`src/rtl/mem_arbiter.sv`:
```
// -----------------------------------------------------------------------------
// mem_arbiter
//
// Round-robin arbiter that serialises read/write transactions from NUM_PROC
// requesting channels onto a single-port memory, routes the completion back
// to the owning channel and aborts transactions that the memory does not
// finish within TIMEOUT BUSY cycles (TIMEOUT = 0 disables the abort).
//
// Ports
//   clk, reset_n        clock, asynchronous active-low reset
//   proc_read_req       per-channel read request (level)
//   proc_write_req      per-channel write request (level, wins over read)
//   proc_addr           packed per-channel addresses, channel i at [i*ADDR_W +: ADDR_W]
//   proc_write_data     packed per-channel write data, channel i at [i*DATA_W +: DATA_W]
//   proc_grant          one-hot owner of the current transaction, 0 when idle
//   proc_done           one-cycle completion pulse to the owner
//   proc_err            one-cycle abort pulse, coincident with proc_done
//   proc_read_data      data of the last successfully completed read
//   mem_read_req        read strobe, level while BUSY
//   mem_write_req       write strobe, level while BUSY
//   mem_addr            latched owner address
//   mem_write_data      latched owner write data
//   mem_done            memory completion, only looked at in BUSY
//   mem_read_data       memory read data, valid with mem_done
//   fsm_state           debug view of the controller state (0 IDLE, 1 BUSY, 2 RESP)
//
// Handshake: a channel raises read and/or write request and holds it (with
// stable address/data) until it sees proc_done high; it drops the request at
// that same edge. Requests are only sampled in IDLE, so a channel in RESP is
// never re-granted on its stale request. Towards memory, a strobe stays high
// from the grant until mem_done (or the abort), and the transaction finishes
// at the edge where mem_done is sampled high.
// -----------------------------------------------------------------------------
module mem_arbiter #(
    parameter int NUM_PROC = 4,
    parameter int ADDR_W   = 14,
    parameter int DATA_W   = 16,
    parameter int TIMEOUT  = 64
) (
    input  logic                         clk,
    input  logic                         reset_n,
    input  logic [NUM_PROC-1:0]          proc_read_req,
    input  logic [NUM_PROC-1:0]          proc_write_req,
    input  logic [NUM_PROC*ADDR_W-1:0]   proc_addr,
    input  logic [NUM_PROC*DATA_W-1:0]   proc_write_data,
    output logic [NUM_PROC-1:0]          proc_grant,
    output logic [NUM_PROC-1:0]          proc_done,
    output logic [NUM_PROC-1:0]          proc_err,
    output logic [DATA_W-1:0]            proc_read_data,
    output logic                         mem_read_req,
    output logic                         mem_write_req,
    output logic [ADDR_W-1:0]            mem_addr,
    output logic [DATA_W-1:0]            mem_write_data,
    input  logic                         mem_done,
    input  logic [DATA_W-1:0]            mem_read_data,
    output logic [1:0]                   fsm_state
);

    localparam int IDX_W = $clog2(NUM_PROC);
    // A zero-width counter is illegal, so keep one bit when the abort is off.
    localparam int CNT_W = (TIMEOUT > 0) ? $clog2(TIMEOUT + 1) : 1;
    localparam logic [CNT_W-1:0] CNT_LAST = (TIMEOUT > 0) ? CNT_W'(TIMEOUT - 1) : '0;

    typedef enum logic [1:0] {
        S_IDLE = 2'd0,
        S_BUSY = 2'd1,
        S_RESP = 2'd2
    } state_t;

    state_t               state_q, state_d;
    // last_q is both the round-robin pointer and the owner of the transaction
    // in flight: the winner becomes "last" at the very edge it is granted.
    logic [IDX_W-1:0]     last_q;
    logic                 op_write_q;
    logic                 err_q;
    logic [CNT_W-1:0]     cnt_q;
    logic [ADDR_W-1:0]    addr_q;
    logic [DATA_W-1:0]    wdata_q;
    logic [DATA_W-1:0]    rdata_q;

    logic [NUM_PROC-1:0]  req;
    logic                 any_req;
    logic [IDX_W-1:0]     win_idx;
    logic                 win_found;
    logic [IDX_W:0]       cand;
    logic [NUM_PROC-1:0]  owner_onehot;

    logic                 grant_take;
    logic                 finish;
    logic                 finish_err;
    logic                 cnt_inc;

    assign req     = proc_read_req | proc_write_req;
    assign any_req = |req;

    // Search upward from last+1 with wrap. cand is one bit wider than an
    // index so last+offset never overflows before the wrap subtraction.
    always_comb begin
        win_idx   = '0;
        win_found = 1'b0;
        cand      = '0;
        for (int off = 1; off <= NUM_PROC; off++) begin
            cand = {1'b0, last_q} + (IDX_W + 1)'(off);
            if (cand >= (IDX_W + 1)'(NUM_PROC)) begin
                cand = cand - (IDX_W + 1)'(NUM_PROC);
            end
            if (!win_found && req[cand[IDX_W-1:0]]) begin
                win_found = 1'b1;
                win_idx   = cand[IDX_W-1:0];
            end
        end
    end

    // Next-state and datapath control.
    always_comb begin
        state_d    = state_q;
        grant_take = 1'b0;
        finish     = 1'b0;
        finish_err = 1'b0;
        cnt_inc    = 1'b0;
        case (state_q)
            S_IDLE: begin
                if (any_req) begin
                    state_d    = S_BUSY;
                    grant_take = 1'b1;
                end
            end
            S_BUSY: begin
                // mem_done has priority so a completion on the last allowed
                // cycle is a normal completion, not an abort.
                if (mem_done) begin
                    state_d = S_RESP;
                    finish  = 1'b1;
                end else if ((TIMEOUT != 0) && (cnt_q == CNT_LAST)) begin
                    state_d    = S_RESP;
                    finish     = 1'b1;
                    finish_err = 1'b1;
                end else if (TIMEOUT != 0) begin
                    cnt_inc = 1'b1;
                end
            end
            S_RESP: begin
                state_d = S_IDLE;
            end
            default: begin
                state_d = S_IDLE;
            end
        endcase
    end

    always_ff @(posedge clk or negedge reset_n) begin
        if (!reset_n) begin
            state_q <= S_IDLE;
        end else begin
            state_q <= state_d;
        end
    end

    always_ff @(posedge clk or negedge reset_n) begin
        if (!reset_n) begin
            last_q     <= IDX_W'(NUM_PROC - 1);
            op_write_q <= 1'b0;
            err_q      <= 1'b0;
            cnt_q      <= '0;
            addr_q     <= '0;
            wdata_q    <= '0;
            rdata_q    <= '0;
        end else begin
            if (grant_take) begin
                last_q     <= win_idx;
                op_write_q <= proc_write_req[win_idx];
                addr_q     <= proc_addr[win_idx*ADDR_W +: ADDR_W];
                wdata_q    <= proc_write_data[win_idx*DATA_W +: DATA_W];
                cnt_q      <= '0;
            end else if (cnt_inc) begin
                cnt_q <= cnt_q + CNT_W'(1);
            end
            if (finish) begin
                err_q <= finish_err;
                if (!op_write_q && !finish_err) begin
                    rdata_q <= mem_read_data;
                end
            end
        end
    end

    assign owner_onehot = NUM_PROC'(1) << last_q;

    // Outputs decode from registered state only, so an asynchronous reset
    // drops grant and strobes immediately and no done pulse can follow.
    always_comb begin
        proc_grant    = '0;
        proc_done     = '0;
        proc_err      = '0;
        mem_read_req  = 1'b0;
        mem_write_req = 1'b0;
        case (state_q)
            S_BUSY: begin
                proc_grant    = owner_onehot;
                mem_read_req  = !op_write_q;
                mem_write_req = op_write_q;
            end
            S_RESP: begin
                proc_grant = owner_onehot;
                proc_done  = owner_onehot;
                proc_err   = err_q ? owner_onehot : '0;
            end
            default: begin
            end
        endcase
    end

    assign mem_addr       = addr_q;
    assign mem_write_data = wdata_q;
    assign proc_read_data = rdata_q;
    assign fsm_state      = state_q;

endmodule

```
`config.mk`:
```
export PLATFORM = sky130hd
export DESIGN_NAME = mem_arbiter
export DESIGN_NICKNAME = d
export VERILOG_FILES = /design/src/rtl/mem_arbiter.sv
export SDC_FILE = /design/constraint.sdc
export NUM_CORES = 1
export LEC_CHECK = 0
export CAP_MARGIN = 40
export CORE_MARGIN = 3
export CORE_UTILIZATION = 36
export CTS_CLUSTER_SIZE = 12
export DETAILED_ROUTE_END_ITERATION = 7
export HOLD_SLACK_MARGIN = 0.06
export PLACE_DENSITY = 0.88
export SLEW_MARGIN = 15
export SYNTH_ARGS = -nofsm -noshare
export SYNTH_HDL_FRONTEND = slang
export SYNTH_SLANG_ARGS = --single-unit
export TNS_END_PERCENT = 1
```
`constraint.sdc`:
```
create_clock -name clk -period 3.3 [get_ports clk]
set_clock_uncertainty 0.2 [all_clocks]
set_input_delay 0.33 -clock clk [delete_from_list [all_inputs] [get_ports clk]]
set_output_delay 0.33 -clock clk [all_outputs]
set_load 0.02 [all_outputs]
```
======== After elaboration in Yosys (flattened, before gate mapping) ========
Index checks and enable logic that the tools add are counted.
word-level totals
  register bits after elaboration ......... 59
  bits of input ports ..................... 147
  output and inout bits ................... 62
cells by class
  $add $sub $neg .......................... 9
  $mul .................................... 1
  order comparisons ....................... 9
  equality and inequality tests ........... 5
  shift operators ......................... 3
  multiplexer cells ....................... 43
  bitwise operators ....................... 1
  reductions and logical operators ........ 15
operators by type and width
  kind                                                      count
  variable part select 64 x 7 -> 16 bit                     1
  variable part select 56 x 7 -> 14 bit                     1
  two-way mux 2 bit                                         11
  two-way mux 1 bit                                         20
  two-way mux 4 bit                                         4
  < comparator 2 x 3 -> 1 bit, second input constant        5
  two-way mux 7 bit                                         2
  greater-or-equal comparator 3 bit, second input constant  4
  binary-select mux 1 bit (select 2 bit)                    5
  subtractor 2 x 1 -> 2 bit, second input constant          4
  adder 7 x 1 -> 7 bit, second input constant               1
  equality test 7 x 6 -> 1 bit, second input constant       1
  adder 2 x 2 -> 3 bit, second input constant               2
  zero test 1 bit                                           5
  multiplier 2 x 3 -> 5 bit, second input constant          1
  logical AND 1 bit                                         4
  bitwise OR 4 bit                                          1
  one-hot mux 2 bit (2 select lines)                        1
  AND reduction 2 bit                                       2
  OR reduction 4 bit                                        1
  left shift 1 x 2 -> 4 bit, first input constant           1
  adder 2 x 1 -> 3 bit, second input constant               1
  adder 2 x 3 -> 3 bit, second input constant               1
  != test 3 bit, second input constant                      1
  other kinds (6)                                           6

======== Depth between registers and ports, before layout ========
Gate-level depths: netlist (run 1).
  word-level depth ........................ 17
  gate-level depth with buffers ........... 11
  depth with buffers taken out ............ 7

======== Worst setup path after synthesis (run 1) ========
OpenSTA, ideal clock, no wires.
  kind .................................... register to register
  start point ............................. register last_q[0]
  end point ............................... register op_write_q
  data arrival time ....................... 2.779 ns
  required time ........................... 2.972 ns
  path slack .............................. 0.192 ns
  cell stages (with the launch flop) ...... 11
  path buffers ............................ 3
  cell sequence ........................... dfstp_2 -> clkbuf_1 -> inv_1 -> ha_1 -> or3_1 -> a32oi_2 -> a21oi_4 -> buf_6 -> buf_12 -> a221oi_1 -> o21ai_1
on the way
  word-level cells in the longest chain between the ends .. 17
ends and longest elaborated chain
  item                                                                                   RTL line  source
  start, declared                                                                        73        logic [IDX_W-1:0] last_q;
  start signal, assigned                                                                 161       last_q <= IDX_W'(NUM_PROC - 1);
  start signal, assigned                                                                 170       last_q <= win_idx;
  adder 2 x 1 -> 3 bit                                                                   103       cand = {1'b0, last_q} + (IDX_W + 1)'(off);
  greater-or-equal comparator 3 bit / subtractor 2 x 1 -> 2 bit (equally long branches)  104, 105
  two-way mux 2 bit                                                                      104       if (cand >= (IDX_W + 1)'(NUM_PROC)) begin
  binary-select mux 1 bit (select 2 bit)                                                 107       if (!win_found && req[cand[IDX_W-1:0]]) begin
  two-way mux 1 bit (not written as such)                                                107
  two-way mux 1 bit                                                                      107
  zero test 1 bit                                                                        107
  logical AND 1 bit                                                                      107
  two-way mux 1 bit                                                                      107
  zero test 1 bit                                                                        107
  logical AND 1 bit                                                                      107
  two-way mux 1 bit                                                                      107
  zero test 1 bit                                                                        107
  logical AND 1 bit                                                                      107
  two-way mux 2 bit *                                                                    107
  binary-select mux 1 bit (select 2 bit) *                                               171       op_write_q <= proc_write_req[win_idx];
  two-way mux 1 bit (not written as such) *                                              171
  end signal, assigned                                                                   171
  end, declared                                                                          74        logic op_write_q;
Mark *: on every way between the ends. The rest lies on a longest branch, timed or not. The select of a mux whose other input is x is not followed.
A chain may end at the register's enable or synchronous reset.

======== Final worst setup path (run 1) ========
  start point ............................. register last_q[1]
  end point ............................... register wdata_q[7], in the netlist mem_write_data[7]
on the way
  word-level cells in the longest chain between the ends .. 16
ends and longest elaborated chain
  item                                                                                   RTL line  source
  adder 2 x 1 -> 3 bit                                                                   103
  greater-or-equal comparator 3 bit / subtractor 2 x 1 -> 2 bit (equally long branches)  104, 105
  two-way mux 2 bit                                                                      104
  binary-select mux 1 bit (select 2 bit)                                                 107
  two-way mux 1 bit (not written as such)                                                107
  two-way mux 1 bit                                                                      107
  zero test 1 bit                                                                        107
  logical AND 1 bit                                                                      107
  two-way mux 1 bit                                                                      107
  zero test 1 bit                                                                        107
  logical AND 1 bit                                                                      107
  two-way mux 1 bit                                                                      107
  zero test 1 bit                                                                        107
  logical AND 1 bit                                                                      107
  two-way mux 2 bit *                                                                    107
  variable part select 64 x 7 -> 16 bit *                                                173       wdata_q <= proc_write_data[win_idx*DATA_W +: DATA_W];
  end signal, assigned                                                                   173
  end, declared                                                                          78        logic [DATA_W-1:0] wdata_q;
Marks and branches as above.

==> metrics.md, run 1 <==
| Metric | Value |
|---|---|
| R2r setup slk | 0.35 ns |
| Vias in the first global route | 4494 |
| P_leak | 2.68 nW |
| Cell total after placement | 759 |
| Crit path buf inv count | 2 |
| Kind of critical path | register to register |
| Initial antenna violation count | 0 |
| TritonRoute pass-1 iters | 5 |
| Pin count of the biggest net entering global routing | 33 |
| Row cnt | 37 |
| Post-synth EDFFs | 0 |
| Cell Area, Synth | 0.00399 mm^2 |
| First-pass GRT wire length | 22600 um |
| Syn Inst Count | 430 |
| Final Critical Period | 2.95 ns |
| Power Density | 955 mW/mm^2 |
| Non-filler cells, final | 777 |
| Global route overflow | 0 |
| Top sig layer | met4 |
| Root buffer cell | clkbuf_8 |
| Final Hold Fails | 0 |
| Asr flop ratio synth | 1.00 |
| Layout cell share with drive strength beyond 1 | 0.0889 |
| Drt total wl | 14000 um |
| Routed met2 length | 6990 um |
| Vias per Instance | 5.52 |
| Top-area cell type share of the netlist area | 0.357 |
| Worst-path cell chain | inv_1, ha_1, or3_1, a32oi_2, buf_4, a211oi_1, o21ai_0, o211ai_1 |
| Crit. End Element | register |
| Clk buf depth | 2 |
| Worst r2r path cells | 8 |
| Primary flip-flop cell chosen by synthesis mapping | dfrtp_1 |
| Htree depth | 3 |
| CP delay by family, top | compound AO/OA/AOI/OAI gates |
| CP required | 3.29 ns |
| Core area | 0.0106 mm^2 |
| Antenna Nets Post-Route | 0 |
| Post-synthesis register bit count | 59 |
| Synth cell types | 50 |
| Max IR drop VDD | 0.548 mV |
| Worst-path fanout max | 11 |
| Synth Warn # | 0 |
| Crit-path max cell delay | 0.62 ns |
| DIE AREA | 0.0124 mm^2 |
| Leading area contributor after synthesis | dfrtp_1 |
| Port-buffer cells | 208 |
| Clk sinks | 59 |
| Clock latency on the worst-skew pair | 0.33 ns |
| DP Worst Slack | 0.329 ns |
| Startpoint Class | register |
| Synth area leaders | dfrtp_1 36%, mux2i_1 9.3%, o2bb2ai_1 5.3% |
| FILL cells | 882 |
| Clock transition at path regs | 0.07 ns |
| Initial Util | 0.378 |
| Max Cap Violations | 0 |
| Final worst slack | 0.347 ns |
| DP HPWL | 10800 um |
| RR Endpoint | mem_write_data[7] |
| Worst Hold End | mem_addr[10] |
| Nets | 792 |
| Iteration-0 DRC Markers | 212 |
| Hold Path Stages | 2 |
| Routed WL per cell | 18.0 um |
| Setup TNS | 0 ns |
| Worst slew margin | 0.467 |
| Antenna diode count | 0 |
| DRC | 0 |
| RSZ-0062 raised after global routing | false |
| Die Wd | 111 um |
| Fmax | 0.339 GHz |
| WL met3 | 1180 um |
| Worst r2r src | last_q[1] |
| Worst path arrival time | 2.94 ns |
| Gpl congestion | 1.01 |
| Layout area overhead | 60.9% |
| Final Cycle Share | 0.895 |
| Most common cell in the synthesized netlist | dfrtp_1 |
| Routed vias | 4286 |
| Top cells by count, synth | 57 x dfrtp_1, 39 x nand2_1, 37 x mux2i_1 |
| Post-synthesis sequential area ratio | 0.370 |
| Status | finished, final reports clean |
| I/O Pins | 209 |
| Number of CTS-inserted buffers | 9 |
| Hold Path Class | register to register |
| Max-slew violations | 0 |
| WL met1 | 5460 um |
| Mapped Avg Cell Area | 9.29 um^2 |
| Final setup violation count | 0 |
| CTS tree | yes |
| Synthesized Nets | 586 |
| Total GRT Usage | 0.222 |
| Die span in y | 111 um |
| CP max stage cell | dfstp_2 |
| Worst slew pin tran | 0.797 ns |
| Min-delay src | mem_addr[10] |
cells by family after synthesis:
kind of cell    Yosys count  synth area share
simple gates            115             0.143
flops                    59             0.370
mux                      53             0.138
xor+xnor                  5            0.0110
buf+inv                  59            0.0686
fa+ha+maj                 9            0.0282
compound gates          130             0.241
routing by layer:
metal | vias to the layer above | GRT usage
li1 | 2016 | -
met1 | 2001 | 0.260
met2 | 235 | 0.387
met3 | 34 | 0.0611
met4 | 0 | 0.0835
met5 | - | 0
power breakdown:
part           internal, mW  total (mW)  leakage (nW)  switching (mW)
Sequential             1.07        1.28         0.730           0.208
Combinational          1.89        4.20          1.85            2.30
Clock                 0.366       0.656        0.0991           0.291
Total                  3.34        6.14          2.68            2.80
what timing repair did:
item                                   in CTS  in global routing
setup buffers                               0                  0
resized for setup                           0                  0
endpoints found under the hold margin      31                  0
hold buffers                                1                  0
registers in the layout, summed over array words and instances (netlist names):
register	count
mem_addr	14
fsm_state	2
proc_read_data	16
cnt_q	7
err_q	1
mem_write_data	16
last_q	2
op_write_q	1
how the worst max path moves through the flow:
stage / slack [ns] / end / cells past startpoint / start
after CTS: 0.36 / mem_addr[12] / 8 / last_q[1]
after global routing: 0.23 / mem_addr[8] / 8 / last_q[1]
final: 0.35 / mem_write_data[7] / 8 / last_q[1]
after global placement: 0.39 / mem_addr[12] / 8 / proc_write_req[1]
after floorplan: 0.19 / op_write_q / 10 / last_q[0]
after detailed placement: 0.33 / mem_addr[12] / 8 / proc_write_req[1]
layout by cell type (no fill, tap or decap), drive strengths merged, types with 2 or more instances in the layout:
master	count
inv	28
o2bb2ai	24
xor2	4
a221oi	2
o211ai	25
nor3b	4
or3	5
clkinv	3
dfrtp	57
nand4	4
mux2	16
o21ai	31
nor2b	3
ha	9
dfstp	2
nand2	39
nand3	24
nor2	13
a21oi	5
mux2i	37
o221ai	6
o22ai	2
buf	18
clkbuf	11
a211oi	25
and2	11
clkdlybuf4s50	207
and3	5
worst register-to-register path, stage by stage (launching register included):
cell	delay, ns
dfstp_2	0.62
inv_1	0.12
ha_1	0.37
or3_1	0.43
a32oi_2	0.32
buf_4	0.24
a211oi_1	0.09
o21ai_0	0.29
o211ai_1	0.14
area by class of cell:
type                       instances  area [um^2]  area share
timing repair buffer             226         2220       0.346
clock buffer                      11          141      0.0220
clock inverter                     5         52.6     0.00818
sequential                        59         1480       0.230
multi-input combinational        312         2250       0.351
inverter                          28          105      0.0164
tap                              136          170      0.0265
stage by stage:
step	hold WS (ns)	power, mW	cell area, um^2	util
finish	0.302	6.14	6420	0.609
global route	0.320	6.55	6420	0.609
CTS	0.301	6.16	6420	0.608
detailed placement	0.225	5.48	6220	0.589
global placement	0.223	5.33	6220	0.589
floorplan	-0.166	3.99	3990	-
No activity file was read; power rests on OpenSTA's default activity.
==> run 2, diff against run 1 <==
--- a/config.mk
+++ b/config.mk
@@ -10,6 +10,7 @@
 export CORE_UTILIZATION = 36
 export CTS_CLUSTER_SIZE = 12
 export DETAILED_ROUTE_END_ITERATION = 7
+export GPL_ROUTABILITY_DRIVEN = 0
 export HOLD_SLACK_MARGIN = 0.06
 export PLACE_DENSITY = 0.88
 export SLEW_MARGIN = 15
==> results of run 2 <==
The final DEF is identical to that of run 1; final timing and power are the same.
==> run 3, diff against run 2 <==
--- a/config.mk
+++ b/config.mk
@@ -7,12 +7,13 @@
 export LEC_CHECK = 0
 export CAP_MARGIN = 40
 export CORE_MARGIN = 3
-export CORE_UTILIZATION = 36
+export CORE_UTILIZATION = 37
+export CTS_BUF_LIST = sky130_fd_sc_hd__clkbuf_4 sky130_fd_sc_hd__clkbuf_8
 export CTS_CLUSTER_SIZE = 12
 export DETAILED_ROUTE_END_ITERATION = 7
 export GPL_ROUTABILITY_DRIVEN = 0
 export HOLD_SLACK_MARGIN = 0.06
-export PLACE_DENSITY = 0.88
+export PLACE_DENSITY = 0.9
 export SLEW_MARGIN = 15
 export SYNTH_ARGS = -nofsm -noshare
 export SYNTH_HDL_FRONTEND = slang
==> run 3 against run 2 <==
Via count is 0.54% higher; total power is 1.2% higher; final cell count stayed put; sequential cell count stayed put.
==> metrics.md, run 3 (synthesis results as in run 1) <==
| Metric | Value |
|---|---|
| Status | finished, final reports clean |
| Die Wd | 110 um (-1.3%) |
| CP max stage cell | dfstp_2 |
| Htree depth | 3 (unchanged) |
| DIE AREA | 0.0121 mm^2 (-2.6%) |
| Final Hold Fails | 0 (unchanged) |
| Antenna Nets Post-Route | 0 (unchanged) |
| Fmax | 0.320 GHz (-5.6%) |
| Crit. End Element | register |
| Post-CTS setup buffers | 0 (unchanged) |
| Root buffer cell | clkbuf_8 |
| Most frequent cells in the layout | 207 x clkdlybuf4s50_1, 57 x dfrtp_1, 39 x nand2_1, 37 x mux2i_1, 28 x inv_1 |
| Max-slew violations | 0 (unchanged) |
| Pin count of the biggest net entering global routing | 50 (+52%) |
| Worst slew pin tran | 0.903 ns (+0.106 ns) |
| Hold Path Class | register to register |
| Initial Util | 0.383 (+0.00505) |
| Core area | 0.0104 mm^2 (-1.3%) |
| Routed WL per cell | 18.3 um (+1.4%) |
| Crit path buf inv count | 2 (unchanged) |
| Number of CTS-inserted buffers | 9 (unchanged) |
| Clk buf depth | 2 (unchanged) |
| Row cnt | 37 (unchanged) |
| TritonRoute pass-1 iters | 7 (+2) |
| DP HPWL | 10900 um (+0.81%) |
| Nets | 792 (unchanged) |
| Cell total after placement | 760 (+0.13%) |
| Setup TNS | 0 ns (unchanged) |
| I/O Pins | 209 (unchanged) |
| Final Cycle Share | 0.948 (+0.0532) |
| Drt total wl | 14200 um (+1.4%) |
| DRC | 0 (unchanged) |
| Worst path arrival time | 3.12 ns (+0.18 ns) |
| Most common cell after layout, fill and taps aside | clkdlybuf4s50_1 |
| DP Worst Slack | 0.125 ns (-0.204 ns) |
| First-pass GRT wire length | 22000 um (-2.7%) |
| Worst-path fanout max | 25 (+14) |
| Worst slew margin | 0.397 (-0.0703) |
| Iteration-0 DRC Markers | 308 (+45%) |
| Die span in y | 110 um (-1.3%) |
| Vias in the first global route | 4564 (+1.6%) |
| CP required | 3.29 ns (about the same) |
| Port-buffer cells | 208 (unchanged) |
| Total GRT Usage | 0.230 (+0.00837) |
| Non-filler cells, final | 777 (unchanged) |
| Max IR drop VDD | 0.531 mV (-3.2%) |
| Startpoint Class | register |
| Global route overflow | 0 (unchanged) |
| Vias per Instance | 5.55 (+0.54%) |
| Final Critical Period | 3.13 ns (+0.176 ns) |
| Clock latency on the worst-skew pair | 0.33 ns (about the same) |
| CP delay by family, top | compound AO/OA/AOI/OAI gates |
| Clock transition at path regs | 0.07 ns (about the same) |
| Layout area overhead | 61.6% |
| Final worst slack | 0.172 ns (-0.176 ns) |
| Initial antenna violation count | 0 (unchanged) |
| Worst-path cell chain | inv_1, ha_1, or3_1, a32oi_2, buf_4, a211oi_1, o21ai_0, o211ai_1 |
| Routed vias | 4309 (+0.54%) |
| Clk sinks | 59 (unchanged) |
| CTS tree | yes |
| Antenna diode count | 0 (unchanged) |
| RSZ-0062 raised after global routing | false |
| Layout cell share with drive strength beyond 1 | 0.0905 (+0.00156) |
| Max Cap Violations | 0 (unchanged) |
| Power Density | 963 mW/mm^2 (+0.79%) |
| Crit-path max cell delay | 0.63 ns (about the same) |
| P_leak | 2.69 nW (+0.29%) |
| FILL cells | 828 (-6.1%) |
| Kind of critical path | register to register |
| Final setup violation count | 0 (unchanged) |
==> run 3: cell types whose count changed in the layout (fill, tap and decap cells not counted) <==
| cell | change |
|---|---|
| o21ai_4 | -1 |
| bufinv_16 | +1 |
| buf_4 | +1 |
| clkinv_4 | +1 |
| clkinv_2 | -2 |
| clkinvlp_4 | +1 |
| buf_2 | -1 |
| clkbuf_1 | -1 |
| o21ai_2 | +1 |
==> run 3: final timing paths <==
check	start	endpoint	slack [ns]	cells after the start
setup / recovery	last_q[1]	mem_addr[12]	0.17	8
hold / removal	mem_addr[5]	mem_addr[5]	0.30	2
setup reg to reg	last_q[1]	mem_addr[12]	0.17	8
hold reg to reg	mem_addr[5]	mem_addr[5]	0.30	2
max in group asynchronous	reset_n	mem_write_data[12]	1.67	3
min in group asynchronous	reset_n	fsm_state[0]	0.38	2
==> run 3: cell type report <==
type                       count  area, um^2  area share
multi-input combinational    312        2240       0.348
timing repair buffer         226        2230       0.345
sequential                    59        1480       0.229
tap                          136         170      0.0264
clock buffer                  10         138      0.0213
inverter                      28         105      0.0163
clock inverter                 6        88.8      0.0138
==> run 3: worst min-delay path, cell delays in order (launching register included) <==
cell,delay (ns)
dfrtp_1,0.35
nand2_1,0.05
o221ai_1,0.06
==> run 3: what timing repair did <==
action,in CTS,in global routing
hold buffers,1,0
gates resized for setup,0,0
endpoints found under the hold margin,26,0
==> run 3: stage by stage <==
stage / utilization / cell area [um^2] / power [mW] / hold slack [ns]
final: 0.619 / 6450 / 6.21 / 0.299
after global routing: 0.619 / 6450 / 6.64 / 0.322
after CTS: 0.619 / 6450 / 6.22 / 0.305
after detailed placement: 0.597 / 6220 / 5.45 / 0.208
after global placement: 0.597 / 6220 / 5.30 / 0.194
after floorplan: - / 3990 / 3.99 / -0.166
==> run 3: power breakdown <==
part	switching [mW]	leakage, nW	internal (mW)
registers	0.205	0.730	1.07
clock network	0.303	0.108	0.446
logic	2.29	1.85	1.90
==> run 3: per-layer routing <==
metal	vias to the layer above	wire length (um)	GRT usage
met4	0	388	0.0926
met1	2010	5200	0.256
met5	-	0	0
met2	255	7250	0.414
li1	2010	-	-
met3	34	1370	0.0617
